$ cat src/rtl/sync_fifo.sv
// rtl/sync_fifo.sv - show-ahead synchronous FIFO with thresholds, flush and sticky errors
// Define SYNC_FIFO_ERR_EN to implement overflow/underflow flags and err_clr.
module sync_fifo #(
    parameter int WIDTH     = 8,
    parameter int DEPTH     = 16,
    parameter int AF_THRESH = 12,
    parameter int AE_THRESH = 4,
    localparam int PTR_W    = $clog2(DEPTH),
    localparam int CNT_W    = PTR_W + 1
) (
    input  logic             clk,
    input  logic             FIFO_clr,
    input  logic             flush,
    input  logic             push,
    input  logic             pop,
    input  logic [WIDTH-1:0] data_in,
    input  logic             err_clr,
    output logic [WIDTH-1:0] data_out,
    output logic [CNT_W-1:0] cnt,
    output logic             full,
    output logic             empty,
    output logic             almost_full,
    output logic             almost_empty,
    output logic             overflow,
    output logic             underflow
);

    logic [WIDTH-1:0] r_mem [DEPTH];
    logic [PTR_W-1:0] r_wr_ptr;
    logic [PTR_W-1:0] r_rd_ptr;
    logic [CNT_W-1:0] r_cnt;
    logic             w_push_ok;
    logic             w_pop_ok;

    assign full         = (r_cnt == CNT_W'(DEPTH));
    assign empty        = (r_cnt == '0);
    assign almost_full  = (r_cnt >= CNT_W'(AF_THRESH));
    assign almost_empty = (r_cnt <= CNT_W'(AE_THRESH));
    assign cnt          = r_cnt;
    assign data_out     = r_mem[r_rd_ptr];

    // A pop in the same cycle frees the head slot, so a full FIFO still accepts the push.
    assign w_push_ok = push & (~full | pop);
    assign w_pop_ok  = pop & ~empty;

    always_ff @(posedge clk or posedge FIFO_clr) begin
        if (FIFO_clr) begin
            for (int i = 0; i < DEPTH; i++) begin
                r_mem[i] <= '0;
            end
        end else if (!flush && w_push_ok) begin
            r_mem[r_wr_ptr] <= data_in;
        end
    end

    always_ff @(posedge clk or posedge FIFO_clr) begin
        if (FIFO_clr) begin
            r_wr_ptr <= '0;
            r_rd_ptr <= '0;
            r_cnt    <= '0;
        end else if (flush) begin
            r_wr_ptr <= '0;
            r_rd_ptr <= '0;
            r_cnt    <= '0;
        end else begin
            if (w_push_ok) begin
                r_wr_ptr <= r_wr_ptr + PTR_W'(1);
            end
            if (w_pop_ok) begin
                r_rd_ptr <= r_rd_ptr + PTR_W'(1);
            end
            case ({w_push_ok, w_pop_ok})
                2'b10:   r_cnt <= r_cnt + CNT_W'(1);
                2'b01:   r_cnt <= r_cnt - CNT_W'(1);
                default: r_cnt <= r_cnt;
            endcase
        end
    end

`ifdef SYNC_FIFO_ERR_EN
    logic r_overflow;
    logic r_underflow;
    logic w_ovf_set;
    logic w_unf_set;

    assign w_ovf_set = push & ~w_push_ok;
    assign w_unf_set = pop & ~w_pop_ok;

    // A new rejection in the err_clr cycle keeps the flag set.
    always_ff @(posedge clk or posedge FIFO_clr) begin
        if (FIFO_clr) begin
            r_overflow  <= 1'b0;
            r_underflow <= 1'b0;
        end else if (flush) begin
            r_overflow  <= 1'b0;
            r_underflow <= 1'b0;
        end else begin
            r_overflow  <= w_ovf_set | (r_overflow & ~err_clr);
            r_underflow <= w_unf_set | (r_underflow & ~err_clr);
        end
    end

    assign overflow  = r_overflow;
    assign underflow = r_underflow;
`else
    logic w_unused_err_clr;

    assign w_unused_err_clr = err_clr;
    assign overflow         = 1'b0;
    assign underflow        = 1'b0;
`endif

endmodule

$ cat config.mk
export PLATFORM = sky130hd
export DESIGN_NAME = sync_fifo
export DESIGN_NICKNAME = d
export VERILOG_FILES = /design/src/rtl/sync_fifo.sv
export SDC_FILE = /design/constraint.sdc
export NUM_CORES = 1
export LEC_CHECK = 0
export CORE_MARGIN = 10
export CORE_UTILIZATION = 35
export DETAILED_ROUTE_END_ITERATION = 8
export DONT_BUFFER_PORTS = 1
export PLACE_DENSITY = 0.46
export SYNTH_ARGS = -nofsm -noshare
export SYNTH_HDL_FRONTEND = slang
export SYNTH_SLANG_ARGS = --single-unit
$ cat constraint.sdc
create_clock -name clk -period 10.7 [get_ports clk]
set_input_delay 2.14 -clock clk [delete_from_list [all_inputs] [get_ports clk]]
set_output_delay 2.14 -clock clk [all_outputs]
set_load 0.1 [all_outputs]
## After elaboration in Yosys (flattened, before gate mapping)

Index checks and enable logic that the tools add are counted.

| storage, ports and cells | value |
|---|---|
| bits of input ports | 14 |
| flip-flop bits (word level) | 141 |
| word-level logic and storage cells | 57 |
| output and inout bits | 19 |

| operators by class | value |
|---|---|
| muxes and demuxes | 12 |
| magnitude comparators | 5 |
| bitwise logic cells | 7 |
| add/subtract/negate cells | 4 |
| reduce and logical (&&, ||, !) cells | 7 |
| eq/ne operators | 3 |

Operators by type and width:

| operator | number |
|---|---|
| 128-bit bitwise mux | 1 |
| 8-bit binary-select mux with 4-bit select | 1 |
| 8-bit demux with 4-bit select | 1 |
| 8-bit 2-to-1 mux | 3 |
| 4-bit 2-to-1 mux | 4 |
| 5-bit >= comparator (second input constant) | 2 |
| 4-bit inverter with 5-bit output | 2 |
| 5-bit one-hot mux with 2 select lines | 1 |
| 4-bit by 1-bit adder with 4-bit output (second input constant) | 2 |
| 5-bit by 1-bit adder with 5-bit output (second input constant) | 1 |
| 5-bit == test (second input constant) | 1 |
| 5-bit by 4-bit >= comparator with 1-bit output (second input constant) | 1 |
| 5-bit by 3-bit <= comparator with 1-bit output (second input constant) | 1 |
| 5-bit logical NOT | 1 |
| 5-bit by 1-bit less-than comparator with 1-bit output (second input constant) | 1 |
| 5-bit 2-to-1 mux | 1 |
| 5-bit by 1-bit subtractor with 5-bit output (second input constant) | 1 |
| 2-bit nonzero test | 2 |
| 3-bit nonzero test | 1 |
| 1-bit bitwise AND | 2 |
| 2-bit by 1-bit == test with 1-bit output (second input constant) | 1 |
| 2-bit == test (second input constant) | 1 |
| 1-bit logical AND | 2 |
| 1-bit inverter | 2 |
| 2 further kinds | 2 |

## Longest topological paths before layout

| logic depth | value |
|---|---|
| depth after elaboration | 7 |
| mapped depth | 9 |
| mapped depth without buffers | 8 |

## Worst setup path before layout

OpenSTA, ideal clock, no wires.

| path | value |
|---|---|
| kind | register to output |
| start point | reg r_cnt[0] (netlist: cnt[0]) |
| end point | out empty |
| cell stages (with the launch flop) | 5 |
| required time | 8.560 ns |
| path buffers | 2 |
| path slack | 5.493 ns |
| arrival | 3.067 ns |
| path through | dfrtp_1 -> or4_1 -> clkbuf_2 -> buf_6 -> nor2_1 |

| between the ends | value |
|---|---|
| longest elaborated chain between the ends | 1 |

RTL lines:

| item | RTL line | source |
|---|---|---|
| from (decl) | 31 | `logic [CNT_W-1:0] r_cnt;` |
| from (signal assigned) | 73 | `2'b10: r_cnt <= r_cnt + CNT_W'(1);` |
| from (signal assigned) | 74 | `2'b01: r_cnt <= r_cnt - CNT_W'(1);` |
| from (signal assigned) | 75 | `default: r_cnt <= r_cnt;` |
| 5-bit logical NOT | 36 | `assign empty = (r_cnt == '0);` |
| to (decl) | 21 | `output logic empty,` |

Every way passes these cells.

## Final worst setup path

| path | value |
|---|---|
| start point | reg r_cnt[1] (netlist: cnt[1]) |
| end point | out full |

| between the ends | value |
|---|---|
| longest elaborated chain between the ends | 1 |

RTL lines:

| item | RTL line | source |
|---|---|---|
| 5-bit == test | 35 | `assign full = (r_cnt == CNT_W'(DEPTH));` |
| to (decl) | 20 | `output logic full,` |

Every way passes these cells.

==> flow_summary.yaml <==
final_layout:
  final_nets: 491
  drive_above_1_share_pct: 45.1
  num_antenna_cells: 0
  n_fill_cell: 1766
  area_growth_pct: 12.4
  multi_input_area_sq_um: 3130
  seqCellArea_sq_um: 3530
worst_setup_path:
  required_ns: 8.56
  timing.critical_path.buf_inv: 0
  slowest_stage: "or4_1"
  r2r_slack_ns: 7.54
  path_class: "reg -> out"
  r2r-start: "cnt[1]"
  max_stage_delay_ns: 1.09
  reg2reg_to: "r_mem[1]"
  crit_fanout: 15
  cp_top_family: "simple AND/OR/NAND/NOR gates"
  path_cells: "or4_1, nor2_2"
  cp-end-kind: "output port"
  worst-r2r-cell-count: 4
  startpoint_type: "flop"
  worstPathArrival_ns: 3.29
clock_network:
  cts_hold_buf: 0
  clk_latency_ns: 0.41
  root_buffer: "clkbuf_16"
  clock_sinks: 141
  clock_path_buffers: 2
  path_clk_slew_ns: 0.06
  cts_tree: "yes"
  post-cts-setup-buffer-count: 0
  numCtsBuffers: 17
  cts_resized: 0
  htreeDepth: 4
logic_synthesis:
  netlist_top_cells_count: "dfrtp_1 (141), mux2_2 (122), mux4_2 (32), nor2_1 (20), clkbuf_1 (19)"
  seq_area_frac_synth_pct: 51.8
  synth_area_leaders: "dfrtp_1 (52%), mux2_2 (20%), mux4_2 (11%), a22oi_1 (1.8%), mux2_1 (1.7%)"
  async_flop_share_pct: 100
  synth_top_area_share_pct: 51.8
  synth_edf_count: 0
  synth_top_cell_by_area: "dfrtp_1"
  yosysWarnings: 0
  syn_area_sq_um: 6810
  synth_ff_type: "dfrtp_1"
  synthCells: 473
  avgSynthCellArea_sq_um: 14.4
  yosys_register_bits: 141
  synth_cell_types: 43
  synth.most_common_cell: "dfrtp_1"
drt:
  drtIter0Drc: 200
  drtAntennaViolNets: 0
  totalWireLength_um: 15200
  drcViolationCount: 0
  wire_per_inst_um: 20.5
  vias_per_cell: 5.11
  route.vias.total: 3787
  drt-pass1-iter-count: 4
place:
  place_congestion: 0.728
  io_buffers: 0
  dp_hpwl_um: 10000
  dp_slack_ns: 5.70
global_route:
  grt_pass1_vias: 3938
  track_usage_pct: 12.3
  grt_pass1_wl_um: 24200
  antenna_found_initial: 0
  grt-ovfl-total: 0
  grt_max_degree: 75
power_and_ir_drop:
  total_power_uw: 1930
  p_leak_uw: 0.00348
  peakVddDrop_uv: 164
  power_density_nw_per_um2: 252
min_path:
  hp-start: "r_mem[127]"
  hold_path_end: "r_mem[127]"
  hold_class: "reg -> reg"
  min_path_cells: 1
timing:
  setup_viol: 0
  finalSetupTns_ns: 0
  timing.final.crit_share_pct: 50.7
  worst_slew_pin_slew_ns: 1.08
  rsz0062_at_grt: "false"
  final.setup.worst_slack_ns: 5.27
  timing.fmax_mhz: 184
  final-max-slew-violation-count: 0
  min_period_ns: 5.43
  max-slew-margin-rel_pct: 28.0
  hold_violations: 0
  clock-skew-final_ns: 0.0100
floorplanning:
  io_pins: 33
  fp.dieArea_sq_um: 25400
  core.rowCount: 50
  fp.dieH_um: 159
  coreArea_sq_um: 18900
  die_w_um: 159
  start_util_pct: 36.0
run_status:
  outcome: "complete, no violations"
flow_run:
  maxCapViolCount: 0
[flip-flops by register name, indices dropped and copies added, names as in the netlist]
name / flops
cnt: 5
r_mem: 128
r_rd_ptr: 4
r_wr_ptr: 4
[layout make-up]
| class | count | area share, % |
|---|---|---|
| clock buffer | 22 | 6.46 |
| clock inverter | 10 | 1.45 |
| inverter | 9 | 0.507 |
| multi-input combinational | 295 | 40.8 |
| sequential | 141 | 46.1 |
| tap | 260 | 4.25 |
| timing repair buffer | 4 | 0.392 |
[how the worst max path moves through the flow]
stage,from,to,slack [ns],depth (start not counted)
finish,cnt[1],full,5.27,2
global route,r_rd_ptr[0],data_out[1],5.13,4
CTS,cnt[1],full,5.24,2
detailed placement,cnt[1],full,5.70,2
global placement,cnt[1],empty,5.71,2
floorplan,FIFO_clr,cnt[0],4.78,1
[placed cells by master (no fill, tap or decap), drive strengths merged]
cell and n:
o2bb2ai 1, dfrtp 141, clkbuf 22, a21oi 5, nand3 2, fa 1, xor2 5, o21ai 4
mux2 132, bufinv 2, mux2i 4, and2 1, buf 4, xnor2 1, clkinvlp 3, a311oi 1
or4 1, nor2b 3, nand2 16, a22oi 16, o211ai 6, or3 2, conb 2, clkinv 5
nor4 1, inv 9, nor2 36, mux4 32, o21bai 1, ha 8, and3 3, o22ai 1
nor4b 1, a211o 2, nand2b 4, or2 2, nand4 1
[cells by family (layout without fill, tap and decap cells)]
| family | after synthesis | count (layout) | synth area share (%) |
|---|---|---|---|
| mux | 168 | 168 | 33.0 |
| flops | 141 | 141 | 51.8 |
| simple gates | 73 | 73 | 5.40 |
| buf+inv | 38 | 45 | 2.39 |
| compound gates | 37 | 37 | 4.78 |
| fa+ha+maj | 9 | 9 | 1.76 |
| xor+xnor | 6 | 6 | 0.772 |
| other cells | 1 | 2 | 0.0551 |
[routing by layer]
metal | share of wire (%) | GRT usage (%)
met5 | 0 | 0
met4 | 0.76 | 4.09
met3 | 3.1 | 3.38
met2 | 47 | 18.6
met1 | 50 | 16.7
[metrics by stage]
stage          utilization, %  hold WS [ns]  instance area (sq um)  instances
3_3_place_gp             37.3         0.464                   7050        709
2_1_floorplan               -         0.453                   6810        474
6_report                 40.5         0.484                   7650        741
5_1_grt                  40.5         0.499                   7650        741
3_5_place_dp             37.3         0.473                   7050        709
4_1_cts                  40.5         0.487                   7650        741
[where the power goes]
part | leakage, uW | total (uW) | switching [uW] | internal [uW]
logic | 0.00127 | 622 | 449 | 173
clock network | 0.000294 | 593 | 220 | 373
registers | 0.00191 | 711 | 111 | 601
[worst register-to-register path, delay by kind of cell (launching register included)]
family	cells	cell delay, ns
AO/OA/AOI/OAI	1	0.21
flip-flops	1	1.06
multiplexers	1	0.40
AND/OR/NAND/NOR	2	1.37
(Power assumes the default switching activity.)
